$ cat src/rtl/systolic_feed_ctrl.sv
// systolic_feed_ctrl: operand buffer and diagonal-skew feeder for an
// ARRAY_SIZE x ARRAY_SIZE systolic array.
// Optional feature macro: SYSCTL_RUNCNT_EN adds a saturating run_count output.
module systolic_feed_ctrl #(
  parameter int ARRAY_SIZE   = 4,
  parameter int DATA_WIDTH   = 4,
  parameter int DRAIN_CYCLES = 2 * ARRAY_SIZE
) (
  input  logic                               clk,
  input  logic                               reset,
  input  logic                               wr_en,
  input  logic                               wr_sel,
  input  logic [$clog2(ARRAY_SIZE)-1:0]      wr_row,
  input  logic [ARRAY_SIZE*DATA_WIDTH-1:0]   wr_data,
  input  logic                               start,
  output logic                               busy,
  output logic                               done,
  output logic                               arr_clear,
  output logic [ARRAY_SIZE*DATA_WIDTH-1:0]   in_left,
  output logic [ARRAY_SIZE*DATA_WIDTH-1:0]   in_top
`ifdef SYSCTL_RUNCNT_EN
  ,
  output logic [15:0]                        run_count
`endif
);

  localparam int unsigned N          = ARRAY_SIZE;
  localparam int unsigned DW         = DATA_WIDTH;
  localparam int          ROW_W      = $clog2(ARRAY_SIZE);
  localparam int          FEED_STEPS = 2 * ARRAY_SIZE - 1;
  localparam int          CNT_MAX    = (FEED_STEPS > DRAIN_CYCLES) ? FEED_STEPS : DRAIN_CYCLES;
  localparam int          CNT_W      = $clog2(CNT_MAX + 1);
  localparam logic [CNT_W-1:0] FEED_LAST  = CNT_W'(FEED_STEPS - 1);
  localparam logic [CNT_W-1:0] DRAIN_LAST = CNT_W'(DRAIN_CYCLES - 1);

  typedef enum logic [2:0] {
    S_IDLE,
    S_CLEAR,
    S_FEED,
    S_DRAIN,
    S_DONE
  } state_t;

  state_t            state, state_nxt;
  logic [CNT_W-1:0]  cnt, cnt_nxt;
  logic [N*DW-1:0]   a_buf [N];
  logic [N*DW-1:0]   b_buf [N];

  logic              busy_nxt, done_nxt, clear_nxt;
  logic [N*DW-1:0]   left_nxt, top_nxt;
  int unsigned       k;
  logic [ROW_W-1:0]  idx;

  // Operand buffers: host writes accepted only while idle.
  always_ff @(posedge clk) begin
    if (reset) begin
      for (int unsigned r = 0; r < N; r++) begin
        a_buf[r] <= '0;
        b_buf[r] <= '0;
      end
    end else if (wr_en && state == S_IDLE) begin
      if (wr_sel) b_buf[wr_row] <= wr_data;
      else        a_buf[wr_row] <= wr_data;
    end
  end

  // State and shared step/drain counter.
  always_ff @(posedge clk) begin
    if (reset) begin
      state <= S_IDLE;
      cnt   <= '0;
    end else begin
      state <= state_nxt;
      cnt   <= cnt_nxt;
    end
  end

  // Next-state sequencing.
  always_comb begin
    state_nxt = state;
    cnt_nxt   = cnt;
    case (state)
      S_IDLE: begin
        if (start) begin
          state_nxt = S_CLEAR;
          cnt_nxt   = '0;
        end
      end
      S_CLEAR: begin
        state_nxt = S_FEED;
        cnt_nxt   = '0;
      end
      S_FEED: begin
        if (cnt == FEED_LAST) begin
          state_nxt = S_DRAIN;
          cnt_nxt   = '0;
        end else begin
          cnt_nxt = cnt + CNT_W'(1);
        end
      end
      S_DRAIN: begin
        if (cnt == DRAIN_LAST) begin
          state_nxt = S_DONE;
          cnt_nxt   = '0;
        end else begin
          cnt_nxt = cnt + CNT_W'(1);
        end
      end
      S_DONE:  state_nxt = S_IDLE;
      default: state_nxt = S_IDLE;
    endcase
  end

  // Outputs are registered, so they are derived from the upcoming state/step.
  always_comb begin
    busy_nxt  = (state_nxt != S_IDLE);
    clear_nxt = (state_nxt == S_CLEAR);
    done_nxt  = (state_nxt == S_DONE);
    left_nxt  = '0;
    top_nxt   = '0;
    k         = 32'(cnt_nxt);
    idx       = '0;
    if (state_nxt == S_FEED) begin
      for (int unsigned i = 0; i < N; i++) begin
        if (k >= i && (k - i) < N) begin
          idx = ROW_W'(k - i);
          left_nxt[i*DW +: DW] = a_buf[i][idx*DW +: DW];
          top_nxt[i*DW +: DW]  = b_buf[idx][i*DW +: DW];
        end
      end
    end
  end

  // Output registers.
  always_ff @(posedge clk) begin
    if (reset) begin
      busy      <= 1'b0;
      done      <= 1'b0;
      arr_clear <= 1'b0;
      in_left   <= '0;
      in_top    <= '0;
    end else begin
      busy      <= busy_nxt;
      done      <= done_nxt;
      arr_clear <= clear_nxt;
      in_left   <= left_nxt;
      in_top    <= top_nxt;
    end
  end

`ifdef SYSCTL_RUNCNT_EN
  // Completed-run counter, saturating; moves together with the done pulse.
  always_ff @(posedge clk) begin
    if (reset) begin
      run_count <= '0;
    end else if (done_nxt && run_count != 16'hFFFF) begin
      run_count <= run_count + 16'd1;
    end
  end
`endif

endmodule

$ cat config.mk
export PLATFORM = sky130hd
export DESIGN_NAME = systolic_feed_ctrl
export DESIGN_NICKNAME = d
export VERILOG_FILES = /design/src/rtl/systolic_feed_ctrl.sv
export SDC_FILE = /design/constraint.sdc
export NUM_CORES = 1
export LEC_CHECK = 0
export ABC_CLOCK_PERIOD_IN_PS = 6000
export CAP_MARGIN = 20
export CORE_MARGIN = 8
export CORE_UTILIZATION = 36
export CTS_CLUSTER_DIAMETER = 60
export DETAILED_ROUTE_END_ITERATION = 6
export PLACE_DENSITY_LB_ADDON = 0.15
export RECOVER_POWER = 50
export REMOVE_ABC_BUFFERS = 1
export SYNTH_ARGS = -nofsm -noshare
export SYNTH_HDL_FRONTEND = slang
export SYNTH_SLANG_ARGS = --single-unit
export TNS_END_PERCENT = 5
$ cat constraint.sdc
create_clock -name clk -period 6 [get_ports clk]
set_clock_uncertainty 0.15 [all_clocks]
set_input_delay 0.6 -clock clk [delete_from_list [all_inputs] [get_ports clk]]
set_output_delay 0.6 -clock clk [all_outputs]
set_load 0.02 [all_outputs]
== Word level (Yosys, flattened, before mapping) ==
Memory sizes are Yosys's and may differ from the RTL's. A register that Yosys moved wholly into a read port is not among the register bits.
Index checks and enable logic that the tools add are counted.
Word-level totals
  logic and storage cells: 75
  memories kept: 2
  memory bits (writable): 128
  input port bits: 23
  flip-flop bits (word level): 26
Operators by class
  $add $sub $neg: 4
  $lt $le $gt $ge: 7
  reductions and logical operators: 12
  eq/ne operators: 8
  bitwise gates (word level): 5
  shift operators: 4
  muxes and demuxes: 24
Memories
  a_buf: words 4, width 16, rd ports 4, clocked after memory_dff 0, write ports 4, line 46  | logic [N*DW-1:0] a_buf [N];
  b_buf: words 4, width 16, rd ports 4, clocked after memory_dff 4, write ports 4, line 47  | logic [N*DW-1:0] b_buf [N];
Operators by type and width (number)
  32-bit by 3-bit less-than comparator with 1-bit output (second input constant): 3
  16-bit by 5-bit indexed part select with 4-bit output: 4
  16-bit 2-to-1 mux: 2
  16-bit OR reduction: 2
  4-bit case mux with 4 select lines: 1
  1-bit 2-to-1 mux: 12
  4-bit 2-to-1 mux: 3
  3-bit case mux with 4 select lines: 1
  3-bit OR reduction: 4
  4-bit by 2-bit subtractor with 5-bit output (second input constant): 2
  3-bit by 2-bit == test with 1-bit output (second input constant): 3
  3-bit 2-to-1 mux: 3
  4-bit by 3-bit == test with 1-bit output (second input constant): 2
  4-bit by 2-bit >= comparator with 1-bit output (second input constant): 2
  3-bit by 1-bit == test with 1-bit output (second input constant): 2
  1-bit inverter: 5
  4-bit by 1-bit subtractor with 5-bit output (second input constant): 1
  4-bit by 1-bit adder with 4-bit output (second input constant): 1
  4-bit by 1-bit >= comparator with 1-bit output (second input constant): 1
  1-bit logical AND: 4
  4-bit by 3-bit less-than comparator with 1-bit output (second input constant): 1
  2-bit 2-to-1 mux: 2
  3-bit == test (second input constant): 1
  3-bit zero test: 1
  3-bit nonzero test: 1

== Longest topological paths before layout ==
Gate-level depths: netlist (run 1).
  depth in word-level cells: 8
  depth in mapped cells: 13
  gate-level depth less buffers: 11

== Worst setup path before layout (run 1) ==
No wires, ideal clock.
  kind: reg-to-reg
  from: register cnt[0]
  to: register in_top[7], read port of b_buf
  arrival: 2823 ps
  path buffers: 2
  path slack: 2883 ps
  cell stages (with the launch flop): 12
  period minus slack after synthesis: 3117 ps
  cells stage by stage: dfxtp_1 -> inv_1 -> ha_1 -> mux2_4 -> a211o_1 -> nand2_2 -> inv_1 -> ha_1 -> buf_1 -> clkbuf_1 -> mux4_2 -> nor4b_1
Between the ends
  cells in the longest elaborated chain, start to end: 8
Ends and longest elaborated chain
  from (decl): line 45  | logic [CNT_W-1:0] cnt, cnt_nxt;
  from (signal assigned): line 74  | cnt <= cnt_nxt;
  4-bit by 1-bit adder with 4-bit output (tied with other cells): line 98, 106
  4-bit 2-to-1 mux, on equally long branches: line 102, 94
  4-bit case mux with 4 select lines: line 82  | case (state)
  4-bit by 1-bit subtractor with 5-bit output: line 126  | idx = ROW_W'(k - i);
  32-bit by 3-bit less-than comparator with 1-bit output: line 125  | if (k >= i && (k - i) < N) begin
  1-bit logical AND: line 125
  1-bit inverter (no source line)
  3-bit OR reduction (no source line)
  to (decl): line 20  | output logic [ARRAY_SIZE*DATA_WIDTH-1:0] in_top
Several ways; a longest one is shown, not always the timed one.
A chain may end at the register's enable or synchronous reset.

== Final worst setup path (run 1) ==
  from: input port start
  to: register in_top[4], read port of b_buf
Between the ends
  cells in the longest elaborated chain, start to end: 7
Ends and longest elaborated chain
  from (decl): line 15  | input logic start,
  4-bit 2-to-1 mux: line 84  | if (start) begin
  4-bit case mux with 4 select lines: line 82
  4-bit by 1-bit subtractor with 5-bit output: line 126
  32-bit by 3-bit less-than comparator with 1-bit output: line 125
  1-bit logical AND: line 125
  1-bit inverter (no source line)
  3-bit OR reduction (no source line)
Several ways; a longest one is shown, not always the timed one.

==> impl_summary.log, run 1 <==
[metrics] cell area after synthesis: 7400 µm²
[metrics] cells on worst reg2reg path: 9
[metrics] Die ar.: 25400 µm²
[metrics] starting density of the core: 0.367
[metrics] Final Max Slew Viols: 0
[metrics] most common cell after layout, fill and taps aside: edfxtp_1
[metrics] source-to-sink clock delay at the later pin of the worst-skew pair: 0.41 ns
[metrics] Die W: 159 µm
[metrics] type of the worst min-delay path: register to register
[metrics] relative max-transition margin: 0.0492
[metrics] 1st-pass router iterations: 5
[metrics] ratio of final minimum period to clock period: 0.682
[metrics] Yosys top cell area share: 0.520
[metrics] total I/O pin count: 58
[metrics] port buffer count: 57
[metrics] post-synthesis sequential element count: 170
[metrics] arrival time at the worst endpoint: 4.20 ns
[metrics] crit-path max FO: 27
[metrics] Warnings, synthesis: 0
[metrics] Avg Vias per Cell: 5.04
[metrics] Final ANT Viol Nets: 0
[metrics] per-cell routed wire length: 21.0 µm
[metrics] number of antenna violations at the first check in global routing: 1
[metrics] setup slack, reg-to-reg: 1.94 ns
[metrics] number of buffers inserted to repair setup after CTS: 0
[metrics] hold violation total from the final report: 0
[metrics] number of placed cells counting well taps: 806
[metrics] Tot Pwr: 2.63 mW
[metrics] endpoint of the lowest-slack register-to-register path: in_top[4]$_SDFF_PP0_
[metrics] result of the run: finished clean
[metrics] Area contributors post-synth: edfxtp_1, dfxtp_1, and2_1
[metrics] actual transition at the worst max-transition pin: 1.43 ns
[metrics] clock slew at the register clock pins of the worst setup and hold paths: 0.06 ns
[metrics] number of buffers added by the clock tree synthesis step: 17
[metrics] CTS tree: yes
[metrics] number of clock sinks seen by CTS: 170
[metrics] most area-hungry cell type in the Yosys netlist: edfxtp_1
[metrics] pin count of the biggest net entering global routing: 28
[metrics] largest voltage drop on the vdd net: 183 µV
[metrics] Hold Path End: in_left[0]$_SDFF_PP0_
[metrics] placer's final routability congestion estimate: 0.778
[metrics] synthesized area per cell: 14.9 µm²
[metrics] number of maximum-capacitance constraint violations: 0
[metrics] critical path class: input pin to register
[metrics] kind of launch point of the worst setup path: input pin
[metrics] number of flops mapped to enable cells by yosys: 128
[metrics] TNS Setup: 0 ns
[metrics] type of element capturing the critical path: register
[metrics] First DRT Iteration DRCs: 227
[metrics] H-tree level count: 4
[metrics] Distinct cells, synth: 56
[metrics] All-Layer GR Usage: 0.142
[metrics] Hold-fix buffers, CTS: 0
[metrics] Post-Synthesis Cells: 497
[metrics] dominant register cell in the synthesized netlist: edfxtp_1
[metrics] RSZ-0062 raised after global routing: false
[metrics] number of non-filler instances in the completed layout: 840
[metrics] total number of nets in the final design: 587
[metrics] clock tree buffer depth: 2
[metrics] core region area: 20200 µm²
[metrics] final WL: 17600 µm
[metrics] ratio of cells with drive above 1 in the final layout: 0.141
[metrics] most frequent cells in the layout: edfxtp_1, and2_1, dfxtp_1
[metrics] number of standard-cell rows in the floorplan: 52
[metrics] clock period minus final worst setup slack: 4.09 ns
[metrics] vias in the first global route: 4306
[metrics] DRC Markers: 0
[metrics] vias: 4230
[metrics] Setup-failing EPs final: 0
[metrics] RR Startpoint: cnt[0]$_SDFF_PP0_
[metrics] Hold Path Origin: a_buf[0][4]$_SDFFCE_PN0P_
[metrics] tightest hold margin: 0.391 ns
[metrics] global-route wire length before repair: 26500 µm
[metrics] GR Overflow Total: 0
[metrics] cell depth of the worst min-delay path: 2
[metrics] fmax: 244 MHz
[metrics] layout overhead on the synthesized area: 18.8%
[metrics] Layout fillers: 1857
[metrics] endpoint required time on the critical path: 6.11 ns
[metrics] async set or reset register ratio after synthesis: 0
[metrics] proportion of synthesized chip area in sequential cells: 0.633
[metrics] clock root cell: clkbuf_16
[metrics] Chip Height: 159 µm
[metrics] post-cts gate resize count: 0
[metrics] DPL Wire Length: 11200 µm
[metrics] cell leakage power: 3.16 nW
[metrics] PwrDens: 300 nW/µm²
final cells by class:
type                    instances  area [µm²]  area share
diodes                          2        5.00    0.000570
clock buffers                  22         485      0.0553
clock inverters                10         111      0.0127
inverters                       7        33.8     0.00385
multi-input cells             298        2540       0.289
flip-flops and latches        170        4680       0.533
well taps                     270         338      0.0385
repair buffers                 61         589      0.0671
state kept, by name (all words and copies together) (netlist names):
signal	count
a_buf	64
state	3
cnt	4
busy	1
in_left	16
b_buf	64
arr_clear	1
in_top	16
done	1
kinds of logic after synthesis:
logic type / after synthesis / synth area share
xor+xnor: 1 / 0.00220
buf+inv: 29 / 0.0205
mux: 42 / 0.0981
compound gates: 49 / 0.0501
fa+ha+maj: 9 / 0.0152
simple gates: 197 / 0.181
flops: 170 / 0.633
worst max-delay path, cell delays in order:
cell and delay [ns]:
clkdlybuf4s50_1 0.44, nor3_1 0.53, o21ai_0 0.19, nand2_2 0.67, inv_1 0.32, ha_1 0.89, mux4_2 0.40, nor4b_1 0.15
worst max-delay path by stage:
stage,from,to,slack [ns]
2_1_floorplan,cnt[0]$_SDFF_PP0_,in_top[7]$_SDFF_PP0_,2.71
3_3_place_gp,start,in_top[7]$_SDFF_PP0_,1.78
3_5_place_dp,start,in_top[12]$_SDFF_PP0_,1.67
4_1_cts,cnt[0]$_SDFF_PP0_,in_top[6]$_SDFF_PP0_,1.88
5_1_grt,cnt[0]$_SDFF_PP0_,in_left[14]$_SDFF_PP0_,1.67
6_report,start,in_top[4]$_SDFF_PP0_,1.91
through the flow:
| step | cell area (µm²) | util | setup WS [ns] |
|---|---|---|---|
| detailed placement | 8220 | 0.407 | 1.67 |
| floorplan | 7280 | - | 2.71 |
| global placement | 8220 | 0.407 | 1.78 |
| CTS | 8810 | 0.437 | 1.88 |
| global route | 8780 | 0.435 | 1.67 |
| finish | 8780 | 0.436 | 1.91 |
power breakdown:
group | switching [mW] | total (mW) | internal, mW
Combinational | 0.119 | 0.204 | 0.0852
Clock | 0.445 | 1.11 | 0.661
Sequential | 0.0147 | 1.32 | 1.31
cells in the mapped netlist, drive strengths merged, types with 8 or more instances:
master and n:
a21boi 9, and2 130, buf 9, clkbuf 13, dfxtp 42, edfxtp 128, ha 9, mux2i 17
mux4 24, nor2 9, nor3b 10, nor4b 11, o22ai 8
per-layer routing:
| layer | share of wire | routed length, µm | global-route usage | vias to the layer above |
|---|---|---|---|---|
| met2 | 0.46 | 8150 | 0.217 | 119 |
| li1 | - | - | - | 1963 |
| met1 | 0.45 | 8000 | 0.184 | 2123 |
| met5 | 0 | 0 | 0 | - |
| met3 | 0.054 | 959 | 0.0406 | 25 |
| met4 | 0.030 | 527 | 0.0656 | 0 |
Note: power is estimated with default switching activity, not from simulation.
==> run 2, diff against run 1 <==
--- a/config.mk
+++ b/config.mk
@@ -5,7 +5,7 @@
 export SDC_FILE = /design/constraint.sdc
 export NUM_CORES = 1
 export LEC_CHECK = 0
-export ABC_CLOCK_PERIOD_IN_PS = 6000
+export ABC_CLOCK_PERIOD_IN_PS = 3350
 export CAP_MARGIN = 20
 export CORE_MARGIN = 8
 export CORE_UTILIZATION = 36
==> constraint.sdc (replaced) <==
create_clock -name clk -period 3.35 [get_ports clk]
set_clock_uncertainty 0.15 [all_clocks]
set_input_delay 0.335 -clock clk [delete_from_list [all_inputs] [get_ports clk]]
set_output_delay 0.335 -clock clk [all_outputs]
set_load 0.02 [all_outputs]
==> impl_summary.log, run 2 (same netlist as run 1, synthesis figures left out) <==
[metrics] result of the run: finished clean
[metrics] DRC Markers: 0
[metrics] total I/O pin count: 58
[metrics] number of maximum-capacitance constraint violations: 0
[metrics] Chip Height: 159 µm
[metrics] Finished Core Util: 0.441
[metrics] largest voltage drop on the vdd net: 344 µV
[metrics] Register Area: 4680 µm²
[metrics] Layout fillers: 1827
[metrics] fmax: 325 MHz
[metrics] number of antenna violations at the first check in global routing: 0
[metrics] Final ANT Viol Nets: 0
[metrics] global-route wire length before repair: 26300 µm
[metrics] H-tree level count: 4
[metrics] cell leakage power: 3.20 nW
[metrics] number of clock sinks seen by CTS: 170
[metrics] relative max-transition margin: 0.390
[metrics] ratio of final minimum period to clock period: 0.917
[metrics] Final Max Slew Viols: 0
[metrics] setup slack, reg-to-reg: 0.28 ns
[metrics] number of buffers added by the clock tree synthesis step: 17
[metrics] total number of nets in the final design: 601
[metrics] type of the worst min-delay path: register to register
[metrics] actual transition at the worst max-transition pin: 0.915 ns
[metrics] TNS Setup: 0 ns
[metrics] ANT cells: 0
[metrics] per-cell routed wire length: 20.4 µm
[metrics] number of standard-cell rows in the floorplan: 52
[metrics] kind of launch point of the worst setup path: register
[metrics] most frequent cells in the layout: edfxtp_1, and2_1, dfxtp_1
[metrics] First DRT Iteration DRCs: 228
[metrics] Hold Path End: in_left[2]$_SDFF_PP0_
[metrics] vias in the first global route: 4336
[metrics] met3 usage: 0.0344
[metrics] Hold Path Origin: a_buf[0][6]$_SDFFCE_PN0P_
[metrics] number of buffers inserted to repair setup after CTS: 0
[metrics] most common cell after layout, fill and taps aside: edfxtp_1
[metrics] layout overhead on the synthesized area: 20.3%
[metrics] final WL: 17300 µm
[metrics] clock tree buffer depth: 2
[metrics] endpoint required time on the critical path: 3.25 ns
[metrics] layer with the highest usage: met2
[metrics] post-cts gate resize count: 0
[metrics] GR Overflow Total: 0
[metrics] cells on worst reg2reg path: 5
[metrics] PwrDens: 537 nW/µm²
[metrics] All-Layer GR Usage: 0.139
[metrics] clock root cell: clkbuf_16
[metrics] endpoint of the lowest-slack register-to-register path: b_buf[1][1]$_SDFFCE_PN0P_
[metrics] port buffer count: 57
[metrics] Die W: 159 µm
[metrics] type of element capturing the critical path: register
[metrics] CTS tree: yes
[metrics] starting density of the core: 0.367
[metrics] arrival time at the worst endpoint: 2.98 ns
[metrics] RR Startpoint: state[2]$_SDFF_PP0_
[metrics] 1st-pass router iterations: 4
[metrics] met2 layer usage reported by global route: 0.224
[metrics] clock period minus final worst setup slack: 3.07 ns
[metrics] hold violation total from the final report: 0
[metrics] DPL Wire Length: 11400 µm
[metrics] cell depth of the worst min-delay path: 2
[metrics] placer's final routability congestion estimate: 0.786
[metrics] Hold-fix buffers, CTS: 0
[metrics] Top Registers: a_buf (64), b_buf (64)
[metrics] crit-path max FO: 17
[metrics] ratio of cells with drive above 1 in the final layout: 0.156
[metrics] pin count of the biggest net entering global routing: 25
[metrics] RSZ-0062 raised after global routing: false
[metrics] vias: 4208
[metrics] core region area: 20200 µm²
[metrics] met1 GRT Util: 0.181
[metrics] Multi-input gate area: 2540 µm²
[metrics] clock slew at the register clock pins of the worst setup and hold paths: 0.06 ns
[metrics] source-to-sink clock delay at the later pin of the worst-skew pair: 0.42 ns
[metrics] Setup-failing EPs final: 0
[metrics] Avg Vias per Cell: 4.94
[metrics] critical path class: register to register
[metrics] Die ar.: 25400 µm²
[run 2: changes by cell type in the layout (fill, tap and decap cells not counted), moves of 3 or more]
cell        before  now
inv_4            3    0
and2_1         101   98
buf_4            1   12
clkinvlp_4       0    4
clkinv_2         3    0
and2_0          29   32
[run 2: layout make-up]
type	count	area share
multi-input cells	298	0.286
flip-flops and latches	170	0.527
repair buffers	75	0.0771
well taps	270	0.0380
clock buffers	20	0.0491
inverters	7	0.00380
clock inverters	12	0.0197
[run 2: worst max-delay path, stage by stage (launching register included)]
cell     delay, ns
dfxtp_1       0.47
nor4b_1       0.82
nand2_1       0.19
or2_2         0.35
nor3_1        0.21
or2_2         0.51
[run 2: through the flow]
stage | setup slack (ns) | hold WS, ns | instance area [µm²] | power, mW | instances
2_1_floorplan | 0.0634 | 0.257 | 7280 | 2.63 | 475
3_3_place_gp | 0.362 | 0.386 | 8320 | 2.80 | 820
3_5_place_dp | 0.244 | 0.386 | 8320 | 2.80 | 820
4_1_cts | 0.350 | 0.403 | 8930 | 4.83 | 852
5_1_grt | 0.0340 | 0.421 | 8900 | 4.94 | 852
6_report | 0.277 | 0.397 | 8900 | 4.78 | 852
[run 2: how the worst max path moves through the flow]
stage / from / to / slack, ns / cells after the start
after floorplan: cnt[0]$_SDFF_PP0_ / in_top[7]$_SDFF_PP0_ / 0.06 / 9
after global placement: start / in_top[8]$_SDFF_PP0_ / 0.36 / 9
after detailed placement: start / in_left[5]$_SDFF_PP0_ / 0.24 / 10
after CTS: cnt[0]$_SDFF_PP0_ / in_left[5]$_SDFF_PP0_ / 0.35 / 11
after global routing: cnt[0]$_SDFF_PP0_ / in_left[5]$_SDFF_PP0_ / 0.03 / 10
final: state[2]$_SDFF_PP0_ / b_buf[1][1]$_SDFFCE_PN0P_ / 0.28 / 5
[run 2: power by group]
| group | switching (mW) | internal, mW | leakage (nW) | total, mW |
|---|---|---|---|---|
| combinational | 0.213 | 0.161 | 1.25 | 0.374 |
| sequential | 0.0265 | 2.35 | 1.67 | 2.37 |
| clock | 0.786 | 1.25 | 0.282 | 2.03 |
[run 2: layer usage]
metal	share of wire	vias up
met5	0	-
li1	-	1990
met2	0.48	107
met3	0.050	16
met4	0.017	0
met1	0.45	2095
==> RTL edit 1 (flow settings as in run 2) <==
The 5 states of `state_t` get a one-hot encoding in 5 bits.
--- a/src/rtl/systolic_feed_ctrl.sv
+++ b/src/rtl/systolic_feed_ctrl.sv
@@ -33,12 +33,12 @@
   localparam logic [CNT_W-1:0] FEED_LAST  = CNT_W'(FEED_STEPS - 1);
   localparam logic [CNT_W-1:0] DRAIN_LAST = CNT_W'(DRAIN_CYCLES - 1);
 
-  typedef enum logic [2:0] {
-    S_IDLE,
-    S_CLEAR,
-    S_FEED,
-    S_DRAIN,
-    S_DONE
+  typedef enum logic [4:0] {
+    S_IDLE  = 5'b00001,
+    S_CLEAR = 5'b00010,
+    S_FEED  = 5'b00100,
+    S_DRAIN = 5'b01000,
+    S_DONE  = 5'b10000
   } state_t;
 
   state_t            state, state_nxt;
Formal check against the unedited RTL: no difference found for any inputs over 4 cycles, from zero or initial values and one cycle with reset high; so few cycles prove little.
==> RTL edit 1 against run 2 <==
- global-route usage is 0.49 points higher
- utilization is 0.50 points higher
- routed wire length is 1.2% higher
- total power is 2.5% lower
- sequential cell count is 2 higher
- count of clock-buffer cells in the layout is 9 higher
- design area is 0.82% higher
- setup slack worse by 2.7 ps
- hold slack worse by 22 ps
- synthesized area is 0.68% lower
- sequential share of layout area hardly changed
- fmax hardly changed
==> RTL edit 1: results (changes against run 2) <==
Status: finished, final reports clean
Hold wc startpoint: start
Met1 usage: 18.59% (+0.49 points)
Non-clock buffer count: 85 (+13%)
Worst R2R Path Depth: 9 (+4)
Multi-input gates: 299 (+0.34%)
Clkbuf count: 29 (+45%)
Sequential share of cell area: 52.68% (about the same)
Metal2 WL: 8849 µm (+5.9%)
Worst Setup SP: cnt[0]
GR Layer Usage met3: 2.896% (-0.54 points)
Post-synthesis sequential area ratio: 64.32% (+0.98 points)
Non-clock inverters: 12 (+5)
Initial Util: 36.54% (-0.13 points)
Vias/cell: 4.859 (-1.6%)
Final Cycle Share: 91.80% (about the same)
Met2 usage: 24.09% (+1.7 points)
Slew margin rel.: 47.35% (+8.3 points)
Leading post-synthesis cells by cell area: edfxtp_1 (52%), dfxtp_1 (12%), and2_1 (11%), mux4_2 (7.4%), mux2i_1 (2.3%)
N_diodes: 1 (+1)
Non-clock buffer share of cell area: 8.371% (+0.66 points)
Synth top cells by count: and2_1 (128), edfxtp_1 (128), dfxtp_1 (44), mux4_2 (24), nor2b_1 (21)
Fraction of layout cells with a size suffix above 1: 16.00% (+0.36 points)
Hold worst-path end: state[1]
Cell variety after synth: 50 (-11%)
Met3 wire len: 705 µm (-19%)
Area of the multi-input gates: 2480 µm² (-2.5%)
Initial drt markers: 301 (+32%)
Total global routing track utilization: 14.43% (+0.49 points)
Arrival time at the worst endpoint: 3210 ps (+230 ps)
Min Hold Slack: 374.3 ps (-22.29 ps)
Vias in the first global route: 4414 (+1.8%)
Crit-path slowest cell: ha_1
Fillers: 1802 (-1.4%)
First-pass GRT wire length: 27040 µm (+2.8%)
Hold crit path type: input port to register
VDD IR max: 0.0003522 V (+2.5%)
Cell family with most CP delay: adder cells
==> RTL edit 1: power by group through the flow <==
stage	registers (W)	clock network (W)	logic (W)
final	0.00238	0.00206	0.000218
after global routing	0.00239	0.00219	0.000238
after CTS	0.00239	0.00208	0.000228
after detailed placement	0.00243	0	0.000227
after global placement	0.00243	0	0.000225
after floorplan	0.00243	0	0.000103
==> RTL edit 1: cells by family (layout without fill, tap and decap cells) <==
kind of cell / count (synthesis) / after routing / synth area share, %
AO/OA/AOI/OAI: 29 / 29 / 3.305
XOR/XNOR: 4 / 4 / 0.4770
adder cells (fa/ha/maj): 9 / 9 / 1.533
buffers and inverters: 35 / 129 / 2.112
flip-flops: 172 / 172 / 64.32
multiplexers: 42 / 42 / 9.828
other: 0 / 1 / 0
AND/OR/NAND/NOR: 215 / 215 / 18.43
==> RTL edit 1: per-stage QoR <==
step	std cells	area, µm²
after floorplan	483	7236
after global placement	838	8358
after detailed placement	838	8358
after CTS	870	8986
after global routing	871	8969
final	871	8969
==> RTL edit 2 (settings of run 2) <==
Without the edit above. Change the parameter `ARRAY_SIZE` from 4 to 8.
--- a/src/rtl/systolic_feed_ctrl.sv
+++ b/src/rtl/systolic_feed_ctrl.sv
@@ -2,7 +2,7 @@
 // ARRAY_SIZE x ARRAY_SIZE systolic array.
 // Optional feature macro: SYSCTL_RUNCNT_EN adds a saturating run_count output.
 module systolic_feed_ctrl #(
-  parameter int ARRAY_SIZE   = 4,
+  parameter int ARRAY_SIZE   = 8,
   parameter int DATA_WIDTH   = 4,
   parameter int DRAIN_CYCLES = 2 * ARRAY_SIZE
 ) (
Interface: changed (resized in_left, in_top, wr_data and wr_row); port bits go from 58 to 107. The function was not compared with the original's and may differ.
==> RTL edit 2 against run 2 <==
- clock power grew to 3.6 times the old value
- total power grew to 3.6 times the old value
- setup slack worse by 190 ps
- sequential cell count is 417 higher
- critical path depth is 11 higher
- design area grew to 3.6 times the old value
- synthesized cell count grew to 3.7 times the old value
- utilization is 0.39 points higher
- routed wire length grew to 4.5 times the old value
- synthesized area grew to 3.5 times the old value
- sequential power grew to 3.5 times the old value
==> RTL edit 2: results (changes against run 2) <==
Buffers on Ports: 106 (+86%)
CTS buffer count: 66 (+49)
Number of synthesized flops with an enable pin: 512 (+300%)
Total global routing track utilization: 19.05% (+5.1 points)
Min Hold Slack: 441.5 ps (+44.94 ps)
Metal2 WL: 35900 µm (+330%)
Cell variety after synth: 66 (+18%)
Hold crit path type: input port to register
GP Congestion: 0.8136 (+3.6%)
Worst-Skew Late Latency: 600 ps (+180 ps)
Crit path max fanout: 12 (-5)
Routed len/inst: 25.60 µm (+26%)
DPL Wire Length: 46090 µm (+300%)
Worst R2R Path Depth: 16 (+11)
Max frequency: 306.9 MHz (-5.7%)
Fraction of layout cells with a size suffix above 1: 19.99% (+4.4 points)
Top Layer Used: met5
Synth top cells by count: and2_1 (529), edfxtp_1 (512), nand2_1 (157), clkbuf_1 (102), dfxtp_1 (75)
Dpl ws: -252.7 ps (-497.0 ps)
R2R Path End: in_top[23]
VDD IR max: 0.0003014 V (-12%)
Initial drt markers: 1571 (+590%)
Largest regs: a_buf: 256 flops, b_buf: 256 flops
Clk sinks: 587 (+250%)
Status: finished, final reports clean
Placed cells: 2919 (+260%)
Largest net degree at the start of global routing: 42 (+68%)
Worst Setup SP: cnt[0]
Avg Cell Area, Syn: 13.96 µm² (-6.2%)
Net count, final: 2098 (+250%)
Hold path depth: 5 (+3)
==> RTL edit 2: cell types whose count changed after synthesis, moves of 19 or more <==
cell      before  now
dfxtp_1       42   75
a211oi_1       1   20
a32oi_1        0   25
edfxtp_1     128  512
nand2_1        4  157
clkbuf_1      13  102
nor2_1         9   44
mux4_2        24   64
and2_1       130  529
mux2i_1       17   73
==> RTL edit 2: worst max-delay path, stage by stage (launching register included) <==
cell and delay (ps):
dfxtp_2 330, ha_4 160, nand3_2 80, inv_2 50
ha_4 150, and4bb_4 370, a21oi_4 40, buf_4 150
o31ai_4 180, buf_6 150, inv_2 50, ha_4 330
buf_12 200, buf_12 150, mux4_2 310, mux2i_2 200
nor2_1 60
==> RTL edit 2: power breakdown <==
group	internal [W]	leakage [nW]	switching [W]
Sequential	0.00819	5.89	0.0000664
Clock	0.00432	1.06	0.00299
Combinational	0.000611	4.79	0.000876
==> RTL edit 2: layout make-up <==
cell class                      instances  area, µm²
Antenna cell                           12      30.03
Clock buffer                           96       1886
Tap cell                              950       1189
Timing Repair Buffer                  266       2799
Multi-Input combinational cell       1109       8509
Sequential cell                       587      16880
Inverter                               12      60.06
Fill cell                            6386      39480
Clock inverter                         26      290.3
==> RTL edit 2: kinds of logic after synthesis <==
family / after synthesis / share of synthesized area (%)
AO/OA/AOI/OAI: 128 / 4.254
flip-flops: 587 / 65.50
buffers and inverters: 149 / 2.618
AND/OR/NAND/NOR: 820 / 18.11
multiplexers: 138 / 8.474
adder cells (fa/ha/maj): 16 / 0.7770
XOR/XNOR: 7 / 0.2671
==> RTL edit 2: timing repair <==
action | CTS | global route
setup endpoints to repair | 46 | 58
gates cloned | 0 | 1
pin swaps | 1 | 11
buffers inserted | 0 | 4
gates resized for setup | 18 | 45
